===== src/rtl/conv_pkg.sv =====
// Shared convolution-accelerator defaults and the writeback state encoding.
package conv_pkg;

  localparam int CONV_ACC_WIDTH  = 18;
  localparam int CONV_OUT_WIDTH  = 8;
  localparam int CONV_ADDR_WIDTH = 16;

  localparam logic [1:0] ST_IDLE   = 2'd0;
  localparam logic [1:0] ST_RUN    = 2'd1;
  localparam logic [1:0] ST_FINISH = 2'd2;

endpackage


===== src/rtl/sync_fifo.sv =====
// Small synchronous FIFO with a combinational head; DEPTH must be a power of two >= 2.
module sync_fifo #(
  parameter int WIDTH = 8,
  parameter int DEPTH = 4
) (
  input  logic             clk,
  input  logic             rst,
  input  logic             push,
  input  logic [WIDTH-1:0] din,
  input  logic             pop,
  output logic [WIDTH-1:0] dout,
  output logic             full,
  output logic             empty
);

  localparam int AW = $clog2(DEPTH);

  logic [WIDTH-1:0] mem [DEPTH];
  logic [AW:0]      wr_ptr;
  logic [AW:0]      rd_ptr;

  // Pointers carry one extra wrap bit so full and empty are distinguishable.
  always_ff @(posedge clk) begin
    if (rst) begin
      wr_ptr <= '0;
      rd_ptr <= '0;
    end else begin
      if (push && !full) wr_ptr <= wr_ptr + (AW+1)'(1);
      if (pop && !empty) rd_ptr <= rd_ptr + (AW+1)'(1);
    end
  end

  always_ff @(posedge clk) begin
    if (push && !full) mem[wr_ptr[AW-1:0]] <= din;
  end

  assign dout  = mem[rd_ptr[AW-1:0]];
  assign empty = (wr_ptr == rd_ptr);
  assign full  = (wr_ptr[AW] != rd_ptr[AW]) && (wr_ptr[AW-1:0] == rd_ptr[AW-1:0]);

endmodule


===== src/rtl/conv_writeback.sv =====
// Convolution writeback: bias, shift, clamp accumulator results and write them to memory.
module conv_writeback
  import conv_pkg::*;
#(
  parameter int ACC_WIDTH  = CONV_ACC_WIDTH,
  parameter int OUT_WIDTH  = CONV_OUT_WIDTH,
  parameter int ADDR_WIDTH = CONV_ADDR_WIDTH,
  parameter int FIFO_DEPTH = 4
) (
  input  logic                  clk,
  input  logic                  rst,
  input  logic                  start,
  input  logic [ADDR_WIDTH-1:0] output_memory_offset,
  input  logic [15:0]           output_count,
  input  logic [ACC_WIDTH-1:0]  filter_bias,
  input  logic [3:0]            out_shift,
  input  logic                  acc_valid,
  input  logic [ACC_WIDTH-1:0]  acc_data,
  output logic                  acc_ready,
  output logic                  mem_we,
  output logic [ADDR_WIDTH-1:0] mem_addr,
  output logic [OUT_WIDTH-1:0]  mem_wdata,
  input  logic                  mem_ready,
  output logic                  busy,
  output logic                  done
);

  localparam logic [ACC_WIDTH:0] SAT = (ACC_WIDTH+1)'((1 << OUT_WIDTH) - 1);

  logic [1:0]                  state;
  logic [ADDR_WIDTH-1:0]       offset_q;
  logic [15:0]                 count_q;
  logic [ACC_WIDTH-1:0]        bias_q;
  logic [3:0]                  shift_q;
  logic [15:0]                 acc_cnt;
  logic [15:0]                 wr_cnt;
  logic signed [ACC_WIDTH:0]   sum;
  logic signed [ACC_WIDTH:0]   shifted;
  logic [OUT_WIDTH-1:0]        result;
  logic [OUT_WIDTH-1:0]        fifo_dout;
  logic                        fifo_full;
  logic                        fifo_empty;
  logic                        acc_fire;
  logic                        wr_fire;

  // One extra bit of headroom keeps acc + bias exact before the clamp.
  always_comb begin
    sum     = {acc_data[ACC_WIDTH-1], acc_data} + {bias_q[ACC_WIDTH-1], bias_q};
    shifted = sum >>> shift_q;
    if (sum[ACC_WIDTH])
      result = '0;
    else if (shifted > SAT)
      result = '1;
    else
      result = shifted[OUT_WIDTH-1:0];
  end

  assign acc_ready = (state == ST_RUN) && !fifo_full && (acc_cnt < count_q);
  assign mem_we    = (state == ST_RUN) && !fifo_empty;
  assign mem_wdata = mem_we ? fifo_dout : '0;
  assign mem_addr  = offset_q + ADDR_WIDTH'(wr_cnt);
  assign busy      = (state == ST_RUN) || (state == ST_FINISH);
  assign done      = (state == ST_FINISH);
  assign acc_fire  = acc_valid && acc_ready;
  assign wr_fire   = mem_we && mem_ready;

  sync_fifo #(
    .WIDTH (OUT_WIDTH),
    .DEPTH (FIFO_DEPTH)
  ) u_fifo (
    .clk   (clk),
    .rst   (rst),
    .push  (acc_fire),
    .din   (result),
    .pop   (wr_fire),
    .dout  (fifo_dout),
    .full  (fifo_full),
    .empty (fifo_empty)
  );

  // The run ends on the write that brings wr_cnt up to the latched count.
  always_ff @(posedge clk) begin
    if (rst) begin
      state    <= ST_IDLE;
      offset_q <= '0;
      count_q  <= '0;
      bias_q   <= '0;
      shift_q  <= '0;
      acc_cnt  <= '0;
      wr_cnt   <= '0;
    end else begin
      case (state)
        ST_IDLE: begin
          if (start) begin
            offset_q <= output_memory_offset;
            count_q  <= output_count;
            bias_q   <= filter_bias;
            shift_q  <= out_shift;
            acc_cnt  <= '0;
            wr_cnt   <= '0;
            state    <= (output_count == 16'd0) ? ST_FINISH : ST_RUN;
          end
        end
        ST_RUN: begin
          if (acc_fire) acc_cnt <= acc_cnt + 16'd1;
          if (wr_fire) begin
            wr_cnt <= wr_cnt + 16'd1;
            if (wr_cnt + 16'd1 == count_q) state <= ST_FINISH;
          end
        end
        ST_FINISH: state <= ST_IDLE;
        default:   state <= ST_IDLE;
      endcase
    end
  end

endmodule


===== config.mk =====
export PLATFORM = sky130hd
export DESIGN_NAME = conv_writeback
export DESIGN_NICKNAME = d
export VERILOG_FILES = /design/src/rtl/conv_pkg.sv /design/src/rtl/sync_fifo.sv /design/src/rtl/conv_writeback.sv
export SDC_FILE = /design/constraint.sdc
export NUM_CORES = 1
export LEC_CHECK = 0
export ABC_AREA = 0
export ABC_CLOCK_PERIOD_IN_PS = 4670
export CAP_MARGIN = 5
export CORE_MARGIN = 5
export CORE_UTILIZATION = 55
export DETAILED_ROUTE_END_ITERATION = 10
export HOLD_SLACK_MARGIN = 0.12
export PLACE_DENSITY = 0.79
export REMOVE_ABC_BUFFERS = 1
export SLEW_MARGIN = 20
export SYNTH_ARGS = -nofsm -noshare
export SYNTH_HDL_FRONTEND = slang
export SYNTH_SLANG_ARGS = --single-unit

===== constraint.sdc =====
create_clock -name clk -period 4.67 [get_ports clk]
set_input_delay 0.7005 -clock clk [delete_from_list [all_inputs] [get_ports clk]]
set_output_delay 0.7005 -clock clk [all_outputs]
set_load 0.02 [all_outputs]

==> results.yml, run 1 <==
floorplan:
  start_util_pct: 55.41
  die_y_um: 133.1
  coreArea_um2: 15030
  die_x_um: 133.1
  die-area_um2: 17710
  io_pins: 105
  num_rows: 45
setup_path:
  critical_path_peak_fanout: 8
  cp.arrival_ps: 4610
  regToRegSetupSlack_ps: 700
  crit_required_ps: 4830
  endpoint_kind: "register"
  crit_type: "primary input to register"
  cp-start-kind: "primary input"
timing:
  maxSlewViolCount: 0
  finalSetupTns_ps: 0
  clock.fmax_ghz: 0.2243
  final.period_utilization_pct: 95.46
  finalHoldViolCount: 0
  rsz0062_at_grt: "no"
  clock_skew_ps: 8.628
  maxSlewHeadroom_pct: 40.06
  period_needed_ps: 4458
  hold_ws_ps: 456.0
  worst_pin_slew_ps: 899.2
  setup_violations: 0
power_and_ir_drop:
  power.density_nw_per_um2: 333.9
  p_total_mw: 3.404
  ir_worst_vdd_mv: 0.2849
  leakage_nw: 4.004
logic_synthesis:
  synth_most_common_cell: "nand2_1"
  synth_enable_flop_cells: 32
  synth_seq_cells: 128
  synth_flop_cell: "dfxtp_1"
  async_reset_ff_share_pct: 0
  synthTopCellsByArea: "dfxtp_1, edfxtp_1, ha_1, nand2_1, a21oi_1"
  seq_area_frac_synth_pct: 34.60
  netlist_area_um2: 8330
  synth_cell_types: 71
  syn_inst: 1013
  syn_avg_cell_area_um2: 8.224
  yosys_warnings: 0
  ys_top_cells_by_count: "nand2_1, a21oi_1, dfxtp_1"
  synth_top_area_share_pct: 23.07
  yosysTopAreaCell: "dfxtp_1"
clock_tree:
  cts_made_buffers: 17
  post_cts_buffers: 0
  clk_pin_slew_ps: 60
  clk_path_buf_depth: 2
  cts_sinks: 128
  htree_levels: 4
  cts_resized: 3
  cts_tree: "done"
  hold_buffers: 0
  clockRootBuffer: "clkbuf_16"
  clk_latency_ps: 420
grt:
  first_global_vias: 6957
  globalRouteOverflowTotal: 0
  grt_pass1_wl_um: 33920
  grt_usage_pct: 23.33
  antenna_found_initial: 0
  grt_max_degree: 56
cells_and_area:
  fin_cells: 1310
  drive_gt1_share_pct: 7.308
  n_antenna_cell: 0
  fin_util_pct: 67.81
  nets: 1246
  area_growth_syn_to_layout_pct: 22.36
drt:
  ant_nets: 0
  viasPerCell: 5.805
  dr_wl_met2_um: 9015
  avgRoutedWirePerCell_um: 15.76
  drtIter0Drc: 642
  via_count: 7604
  route.met3.wl_um: 1274
  drt-total-wl_um: 20650
  drtPass1Iterations: 5
  drc: 0
  drt-met1-wl_um: 9912
  top_layer: "met4"
place:
  place.gp.congestion: 0.8883
  place_hpwl_um: 14640
  port_buffers: 104
  placedCellCount: 1278
min_path:
  hp-class: "register to register"
status:
  status: "finished clean"
flow_run:
  cap_violations: 0
## final timing paths
check / start / cells past startpoint / to
max: acc_data[0] / 16 / u_fifo.mem[0][0]
max reg2reg: bias_q[0] / 15 / u_fifo.mem[0][0]
min: bias_q[4] / 2 / bias_q[4]
min reg2reg: bias_q[4] / 2 / bias_q[4]
## critical path, cell delays in order
cell,delay (ps)
clkdlybuf4s50_1,530
ha_1,210
inv_1,60
fa_1,370
nand2b_1,170
a21oi_1,280
o211a_1,280
o21ai_0,170
a221oi_1,320
buf_4,170
or2_0,100
mux4_2,270
mux2i_1,110
and4b_1,210
buf_4,180
a221oi_1,480
## cell type report
type	count	area (um^2)
repair buffers	127	1216
multi-input cells	786	5121
clock inverters	13	120.1
inverters	49	183.9
well taps	188	235.2
fillers	1233	4840
flip-flops and latches	128	2884
clock buffers	19	432.9
## cell families (layout without fill, tap and decap cells)
kind of cell | Yosys count | count (layout) | synth area share, %
and+or+nand+nor | 376 | 376 | 20.73
AOI/OAI and AO/OA | 260 | 260 | 19.22
muxes | 27 | 27 | 5.062
DFF | 128 | 128 | 34.60
adders and majority gates | 60 | 60 | 9.192
xor gates and xnor gates | 63 | 63 | 6.624
buffers and inverters | 99 | 208 | 4.566
## placed cells by master (no fill, tap or decap), types with 14 or more instances in the layout
| master | netlist | routed |
|---|---|---|
| mux2i_1 | 14 | 14 |
| a21oi_1 | 122 | 122 |
| nand3_1 | 26 | 26 |
| inv_1 | 46 | 46 |
| clkdlybuf4s50_1 | 0 | 100 |
| xor2_1 | 19 | 19 |
| buf_4 | 0 | 23 |
| ha_1 | 58 | 58 |
| dfxtp_1 | 96 | 95 |
| xnor2_1 | 44 | 44 |
| clkbuf_16 | 0 | 17 |
| nor3_1 | 26 | 26 |
| nor2_1 | 69 | 69 |
| and2_1 | 18 | 17 |
| nand2_1 | 167 | 166 |
| edfxtp_1 | 32 | 32 |
| o21ai_0 | 49 | 48 |
| and3_1 | 14 | 14 |
## metrics by stage
| step | area, um^2 | setup WS, ps |
|---|---|---|
| finish | 10190 | 211.9 |
| global route | 10190 | 19.38 |
| CTS | 10140 | 53.26 |
| detailed placement | 9582 | -147.2 |
| global placement | 9582 | -12.11 |
| floorplan | 8134 | 627.6 |
## registers in the layout, indices dropped and copies added (netlist names), named ones only
name           flops
bias_q            18
offset_q          16
shift_q            4
u_fifo.rd_ptr      3
u_fifo.wr_ptr      3
u_fifo.mem        32
count_q           16
acc_cnt           16
state              2
wr_cnt            16
## power breakdown
group	leakage, nW	switching [mW]	internal (mW)
sequential	1.07	0.0475	1.20
combinational	2.66	0.506	0.377
clock	0.271	0.494	0.775
total	4.00	1.05	2.36
## metal layers
metal | vias to the layer above | track usage (%)
li1 | 3818 | -
met1 | 3475 | 33.65
met2 | 276 | 35.24
met3 | 35 | 4.335
met4 | 0 | 7.794
met5 | - | 0
(Power assumes the default switching activity.)
==> run 2, diff against run 1 <==
Settings changed: GPL_ROUTABILITY_DRIVEN set to 0.
==> results of run 2 <==
The final DEF is identical to that of run 1; final timing and power are the same.
==> run 3, diff against run 2 <==
Settings changed: GPL_TIMING_DRIVEN set to 1.
==> results of run 3 <==
The final DEF is identical to that of run 1; final timing and power are the same.
